File: src/rtl/ex_ctrl_pkg.sv
// Shared types and encodings for the EX-stage hazard controller.
package ex_ctrl_pkg;

  // Controller FSM states; encoding 2'd3 is unused and behaves like RUN
  typedef enum logic [1:0] {
    ST_RUN      = 2'd0,
    ST_LU_STALL = 2'd1,
    ST_MEM_WAIT = 2'd2
  } ex_state_e;

  // ALU operand source selects
  localparam logic [1:0] FWD_RF  = 2'b00;
  localparam logic [1:0] FWD_WB  = 2'b01;
  localparam logic [1:0] FWD_MEM = 2'b10;

  // Pick the operand source for one EX source register; MEM is newer than WB
  // so it wins, and x0 is hardwired zero so it is never forwarded.
  function automatic logic [1:0] fwd_sel(
    input logic       mem_valid,
    input logic       mem_reg_write,
    input logic [4:0] mem_rd,
    input logic       wb_valid,
    input logic       wb_reg_write,
    input logic [4:0] wb_rd,
    input logic [4:0] rs
  );
    logic [1:0] sel;
    sel = FWD_RF;
    if (mem_valid && mem_reg_write && (mem_rd != 5'd0) && (mem_rd == rs)) begin
      sel = FWD_MEM;
    end else if (wb_valid && wb_reg_write && (wb_rd != 5'd0) && (wb_rd == rs)) begin
      sel = FWD_WB;
    end
    return sel;
  endfunction

endpackage

File: src/rtl/sat_counter16.sv
// 16-bit saturating event counter with synchronous clear.
module sat_counter16 (
  input  logic        clk,
  input  logic        rst,
  input  logic        clr,
  input  logic        en,
  output logic [15:0] count
);

  logic [15:0] count_q;
  logic [15:0] count_d;

  // Clear wins over counting; counting stops at all-ones instead of wrapping
  always_comb begin
    count_d = count_q;
    if (clr) begin
      count_d = 16'd0;
    end else if (en && (count_q != 16'hFFFF)) begin
      count_d = count_q + 16'd1;
    end
  end

  // Counter register with synchronous reset
  always_ff @(posedge clk) begin
    if (rst) begin
      count_q <= 16'd0;
    end else begin
      count_q <= count_d;
    end
  end

  assign count = count_q;

endmodule

File: src/rtl/ex_hazard_ctrl.sv
// Pipeline hazard controller: stalls, bubbles, flushes, forwarding selects
// and stall/flush performance counters for a 5-stage in-order core.
module ex_hazard_ctrl
  import ex_ctrl_pkg::*;
(
  input  logic        clk,
  input  logic        rst,
  input  logic        id_valid,
  input  logic        id_uses_rs1,
  input  logic        id_uses_rs2,
  input  logic [4:0]  id_rs1,
  input  logic [4:0]  id_rs2,
  input  logic        ex_valid,
  input  logic        ex_reg_write,
  input  logic        ex_mem_read,
  input  logic [4:0]  ex_rd,
  input  logic [4:0]  ex_rs1,
  input  logic [4:0]  ex_rs2,
  input  logic        mem_valid,
  input  logic        mem_reg_write,
  input  logic [4:0]  mem_rd,
  input  logic        wb_valid,
  input  logic        wb_reg_write,
  input  logic [4:0]  wb_rd,
  input  logic        branch_taken,
  input  logic        mem_busy,
  input  logic        cnt_clr,
  output logic        stall_pc,
  output logic        stall_ifid,
  output logic        stall_idex,
  output logic        stall_exmem,
  output logic        bubble_idex,
  output logic        flush_ifid,
  output logic [1:0]  fwd_a,
  output logic [1:0]  fwd_b,
  output logic [1:0]  state_o,
  output logic [15:0] stall_cnt,
  output logic [15:0] flush_cnt
);

  ex_state_e state_q;
  ex_state_e state_d;
  logic      load_use;

  // A load in EX whose destination is read by the valid ID instruction; the
  // check is masked in LU_STALL because the load has already been separated.
  // ex_reg_write is implied by ex_mem_read and is not part of the condition.
  always_comb begin
    load_use = ex_valid && ex_mem_read && (ex_rd != 5'd0) && id_valid &&
               ((id_uses_rs1 && (id_rs1 == ex_rd)) ||
                (id_uses_rs2 && (id_rs2 == ex_rd))) &&
               (state_q != ST_LU_STALL);
  end

  // Control outputs and next state; memory freeze beats redirect beats
  // load-use, and reset silences every control output.
  always_comb begin
    stall_pc    = 1'b0;
    stall_ifid  = 1'b0;
    stall_idex  = 1'b0;
    stall_exmem = 1'b0;
    bubble_idex = 1'b0;
    flush_ifid  = 1'b0;
    state_d     = ST_RUN;
    if (rst) begin
      state_d = ST_RUN;
    end else if (mem_busy) begin
      stall_pc    = 1'b1;
      stall_ifid  = 1'b1;
      stall_idex  = 1'b1;
      stall_exmem = 1'b1;
      state_d     = ST_MEM_WAIT;
    end else if (branch_taken) begin
      flush_ifid  = 1'b1;
      bubble_idex = 1'b1;
      state_d     = ST_RUN;
    end else if (load_use) begin
      stall_pc    = 1'b1;
      stall_ifid  = 1'b1;
      bubble_idex = 1'b1;
      state_d     = ST_LU_STALL;
    end
  end

  // Operand forwarding is independent of the FSM and forced to RF in reset
  always_comb begin
    fwd_a = FWD_RF;
    fwd_b = FWD_RF;
    if (!rst) begin
      fwd_a = fwd_sel(mem_valid, mem_reg_write, mem_rd,
                      wb_valid, wb_reg_write, wb_rd, ex_rs1);
      fwd_b = fwd_sel(mem_valid, mem_reg_write, mem_rd,
                      wb_valid, wb_reg_write, wb_rd, ex_rs2);
    end
  end

  // FSM state register with synchronous reset to RUN
  always_ff @(posedge clk) begin
    if (rst) begin
      state_q <= ST_RUN;
    end else begin
      state_q <= state_d;
    end
  end

  assign state_o = state_q;

  sat_counter16 u_stall_cnt (
    .clk   (clk),
    .rst   (rst),
    .clr   (cnt_clr),
    .en    (stall_pc),
    .count (stall_cnt)
  );

  sat_counter16 u_flush_cnt (
    .clk   (clk),
    .rst   (rst),
    .clr   (cnt_clr),
    .en    (flush_ifid),
    .count (flush_cnt)
  );

endmodule

File: config.mk
export PLATFORM = sky130hd
export DESIGN_NAME = ex_hazard_ctrl
export DESIGN_NICKNAME = d
export VERILOG_FILES = /design/src/rtl/ex_ctrl_pkg.sv /design/src/rtl/sat_counter16.sv /design/src/rtl/ex_hazard_ctrl.sv
export SDC_FILE = /design/constraint.sdc
export NUM_CORES = 1
export LEC_CHECK = 0
export ABC_CLOCK_PERIOD_IN_PS = 2000
export CAP_MARGIN = 20
export CORE_MARGIN = 5
export CORE_UTILIZATION = 38
export CTS_CLUSTER_DIAMETER = 200
export DETAILED_ROUTE_END_ITERATION = 7
export PLACE_DENSITY = 0.87
export SYNTH_ARGS = -nofsm -noshare
export SYNTH_HDL_FRONTEND = slang
export SYNTH_SLANG_ARGS = --single-unit
File: constraint.sdc
create_clock -name clk -period 2 [get_ports clk]
set_clock_uncertainty 0.2 [all_clocks]
set_input_delay 0.3 -clock clk [delete_from_list [all_inputs] [get_ports clk]]
set_output_delay 0.3 -clock clk [all_outputs]
set_load 0.01 [all_outputs]
-- Word-level counts from Yosys, hierarchy flattened
Index checks and enable logic that the tools add are counted.
- register bits after elaboration: 34
- input bits: 50
- output and inout port bits: 44
- word-level logic and storage cells: 59
- add/sub/neg operators: 2
- equality and inequality tests: 9
- muxes and demuxes: 21
- reduce and logical (&&, ||, !) cells: 23
- operators by type and width (kind ; number):
    16-bit by 1-bit adder with 16-bit output (second input constant) ; 2
    16-bit != test (second input constant) ; 2
    5-bit equality test ; 6
    1-bit logical AND ; 17
    1-bit 2-to-1 mux ; 16
    5-bit nonzero test ; 3
    2-bit 2-to-1 mux ; 5
    3-bit OR reduction ; 1
    2-bit by 1-bit != test with 1-bit output (second input constant) ; 1
    2-bit OR reduction ; 1
    1-bit logical OR ; 1

-- Logic depth before layout (Yosys ltp)
- depth after elaboration: 10
- mapped depth: 7
- depth with buffers taken out: 7

-- Hierarchy
Synthesis repeated with hierarchy kept, for this count alone.
- cell total of the unflattened synthesis: 274
- area, all modules: 2378.5 sq um
- modules (own cells, without submodules) (module ; times used ; cells each ; area each (sq um) ; sequential area each (sq um)):
    sat_counter16 ; 2 ; 102 ; 917.1 ; 320.3
    ex_hazard_ctrl ; 1 ; 70 ; 544.3 ; 40.0

-- Worst setup path before layout
OpenSTA, ideal clock, no wires.
- kind: in2out
- start: in ex_rd[1]
- end: out stall_pc
- arrival time: 1.549 ns
- setup slack: -0.049 ns
- stages: 6
- path buffers: 1
- path through: or4_1 o211ai_2 nor3_2 a21oi_4 inv_2 buf_4
- word-level cells in the longest chain between the ends: 9
- RTL lines (item ; RTL line ; source):
    start, declared ; ex_hazard_ctrl.sv:16 ; input logic [4:0] ex_rd,
    5-bit equality test, or another cell as far along ; ex_hazard_ctrl.sv:50 ; ((id_uses_rs1 && (id_rs1 == ex_rd)) ||
    1-bit logical AND (on tied branches) ; ex_hazard_ctrl.sv:50, ex_hazard_ctrl.sv:49, ex_hazard_ctrl.sv:51 ;
    1-bit logical OR / 1-bit logical AND (equally long branches) ; ex_hazard_ctrl.sv:50, ex_hazard_ctrl.sv:49 ;
    1-bit logical AND * ; ex_hazard_ctrl.sv:49 ; load_use = ex_valid && ex_mem_read && (ex_rd != 5'd0) && id_valid &&
    1-bit logical AND * ; ex_hazard_ctrl.sv:51 ; (id_uses_rs2 && (id_rs2 == ex_rd))) &&
    1-bit 2-to-1 mux * (4 in a row) ; - ;
    end, declared ; ex_hazard_ctrl.sv:28 ; output logic stall_pc,
Every way passes the cells marked *; elsewhere a longest branch is shown, timed or not.

-- Final worst setup path
- start: in ex_rd[2]
- end: out bubble_idex
- word-level cells in the longest chain between the ends: 9
- RTL lines (item ; RTL line ; source):
    5-bit equality test, or another cell as far along ; ex_hazard_ctrl.sv:50 ;
    1-bit logical AND (on tied branches) ; ex_hazard_ctrl.sv:50, ex_hazard_ctrl.sv:49, ex_hazard_ctrl.sv:51 ;
    1-bit logical OR / 1-bit logical AND (equally long branches) ; ex_hazard_ctrl.sv:50, ex_hazard_ctrl.sv:49 ;
    1-bit logical AND * ; ex_hazard_ctrl.sv:49 ;
    1-bit logical AND * ; ex_hazard_ctrl.sv:51 ;
    1-bit 2-to-1 mux * ; ex_hazard_ctrl.sv:77 ; end else if (load_use) begin
    1-bit 2-to-1 mux * ; ex_hazard_ctrl.sv:73 ; end else if (branch_taken) begin
    1-bit 2-to-1 mux * ; ex_hazard_ctrl.sv:67 ; end else if (mem_busy) begin
    1-bit 2-to-1 mux * ; ex_hazard_ctrl.sv:65 ; if (rst) begin
    end, declared ; ex_hazard_ctrl.sv:32 ; output logic bubble_idex,
Marked as above.

==> metrics.cfg <==
[status]
status = complete, but fails checks
failed_checks = setup timing

[global_route]
grt_max_degree = 25
grt_pass1_wl_um = 13100
grt_pass1_vias = 2712
antenna_found_initial = 0
track_usage = 0.222
overflow = 0

[route]
drtPass1Iterations = 4
wire_per_inst_um = 17.0
drc_errors = 0
antenna_left = 0
drt-total-wl_um = 8340
vias = 2674
drt_iter0_markers = 127
avgViaCountPerCell = 5.45

[power_and_ir_drop]
p_comb_frac = 0.237
p_int_mw = 1.18
pwr-share-seq = 0.426
netSwitchingPower_mw = 0.426
powerDensity_mw_per_mm2 = 384
clkPwrFrac = 0.338
finalPower_mw = 1.60
worst_ir_drop_vdd_mv = 0.267
p_leak_nw = 1.60
netSwitchingFraction = 0.266

[timing]
rsz0062_at_grt = true
fmax_mhz = 454
layout_setup_ws_ns = -0.203
worst_pin_slew_ns = 0.379
finalSetupTns_ns = -1.78
maxSlewViolCount = 0
setup_viol_count_final = 19
relSlewSlack = 0.745
final_hold_viol_count = 0
holdWs_ns = 0.181
min_period_ns = 2.20
fin_crit_sh = 1.10

[clocking]
cts-buffers-inserted = 5
cts_max_level = 2
tritoncts = yes
ctsHoldBuffers = 0
clock-sinks = 34
root_buffer = clkbuf_8
clk_latency_ns = 0.29
path_clk_slew_ns = 0.07
cts.path.max_buffers = 2

[logic_synthesis]
yosysWarnings = 0
synth-seq-area-share = 0.316
ys_types = 44
synth_nets = 311
netlist_area_mm2 = 0.00215
avgSynthCellArea_um2 = 8.31
synth-seq-cells = 34
postSynthCellCount = 259

[floorplanning]
die_y_um = 85.3
initial_core_util = 0.391
dieArea_mm2 = 0.00727
die_width_um = 85.3
io_pins = 94
rows = 27
fp.coreArea_mm2 = 0.00551

[setup_path]
worstPathRequired_ns = 1.50
crit_chain = buf_6 -> or4_4 -> o211ai_4 -> and2b_2 -> o21a_1 -> buf_2
reg2reg_depth = 9
reg2reg_to = u_stall_cnt.count[7]$_SDFFE_PP0P_
worst_setup_path_end_kind = output port
r2r_setup_slack_ns = -0.08
critical-path-max-stage-delay_ns = 0.55
worstPathArrival_ns = 1.70
critPathTopFamily = simple AND/OR/NAND/NOR gates
reg2reg_from = state_o[1]$_SDFF_PP0_
crit_fanout = 2
startpoint_type = primary input
cp_num_buf_inv = 2
cp_slowest_cell = or4_4
crit_type = primary input to output port

[place]
dp_hpwl_um = 5600
gp_congestion = 0.864
port_buffers = 92

[hold_path]
whs_endpoint = state_o[0]$_SDFF_PP0_
worstHoldPathCells = 2
hold_start = mem_busy
hp-class = primary input to register

[run]
cap_violations = 0

[final_layout]
fin_util = 0.757
fin_nets = 470
synthToLayoutAreaGrowth_pct = 93.6
n_antenna_cell = 0
drive_gt1_frac = 0.377

cells by family after synthesis:
group	after synthesis	share of synthesized area
AO/OA/AOI/OAI	42	0.135
XOR/XNOR	40	0.163
adder cells (fa/ha/maj)	2	0.0116
buffers and inverters	18	0.0448
flip-flops	34	0.316
multiplexers	3	0.0140
AND/OR/NAND/NOR	120	0.315
flip-flops by register name, summed over array words and instances, names as in the netlist:
register,count
u_stall_cnt.count,16
u_flush_cnt.count,16
state_o,2
per-layer routing:
metal	GRT usage	vias to the layer above	wire, um
met5	0	-	0
met4	0.0734	0	159
met3	0.0408	15	614
li1	-	1275	-
met1	0.251	1269	3120
met2	0.415	115	4450
cells in the mapped netlist (all sizes together):
cell type | n | area, um^2
nor2 | 24 | 90.1
nand4 | 12 | 81.3
nor3 | 4 | 25.0
dfxtp | 34 | 681
nand2 | 20 | 75.1
xnor2 | 26 | 228
or2 | 1 | 6.26
a41o | 1 | 10.0
nor2b | 3 | 18.8
xor2 | 14 | 123
and2 | 1 | 6.26
o211ai | 2 | 20.0
or4 | 8 | 60.1
mux2i | 3 | 30.0
and3 | 6 | 37.5
inv | 6 | 22.5
buf | 7 | 55.1
o31ai | 4 | 30.0
o41ai | 3 | 26.3
nor4 | 9 | 75.1
and4 | 5 | 43.8
o21a | 5 | 37.5
nand2b | 1 | 6.26
o311ai | 2 | 17.5
nand4b | 1 | 8.76
and2b | 1 | 8.76
a21oi | 13 | 76.3
ha | 2 | 25.0
nand3 | 12 | 60.1
o22ai | 1 | 6.26
a31oi | 1 | 6.26
o31a | 3 | 26.3
clkbuf | 5 | 18.8
or3 | 12 | 75.1
o21ai | 7 | 35.0
per-stage QoR:
stage                     area, um^2  std cells  setup WS [ns]
after floorplan                 2160        259        -0.0132
after global placement          3570        470         -0.832
after detailed placement        3570        470         -0.941
after CTS                       3880        487         -0.156
after global routing            4170        491         -0.243
final                           4170        491         -0.203
cells in the final DEF, fill, tap and decap left out, drive strengths merged, types with 6 or more instances in the layout:
cell type / Yosys / routed
a21oi: 13 / 13
and3: 6 / 6
buf: 7 / 87
clkbuf: 5 / 8
clkdlybuf4s50: 0 / 45
dfxtp: 34 / 34
dlygate4sd2: 0 / 25
inv: 6 / 6
nand2: 20 / 20
nand3: 12 / 12
nand4: 12 / 12
nor2: 24 / 24
nor4: 9 / 9
o21ai: 7 / 7
or3: 12 / 12
or4: 8 / 8
xnor2: 26 / 26
xor2: 14 / 14
worst max-delay path by stage:
stage,end,from,cells after the start,slack (ns)
detailed placement,fwd_a[0],mem_rd[1],6,-0.94
finish,bubble_idex,ex_rd[2],6,-0.20
CTS,bubble_idex,ex_rd[3],6,-0.16
global placement,bubble_idex,ex_rd[1],6,-0.83
floorplan,stall_pc,ex_rd[1],6,-0.01
global route,bubble_idex,ex_rd[2],6,-0.24
layout make-up:
class	instances	area [um^2]
Multi-Input combinational cell	207	1730
Fill cell	384	1340
Clock buffer	7	86.3
Timing Repair Buffer	164	1540
Tap cell	72	90.1
Inverter	6	25.0
Sequential cell	34	691
Clock inverter	1	5.00
repair_timing:
action,in CTS,in global routing
gates cloned,3,0
buffers inserted,6,6
gates resized for setup,138,54
endpoints found under the setup margin,33,36
pin swaps,49,37
power groups by stage:
stage                     Combinational, mW  Clock (mW)  Sequential, mW
after global routing                  0.400       0.586           0.682
final                                 0.379       0.541           0.682
after CTS                             0.343       0.549           0.682
after global placement                0.303           0           0.696
after detailed placement              0.312           0           0.697
after floorplan                       0.109           0           0.698
Power figures use the tool's default switching activity.
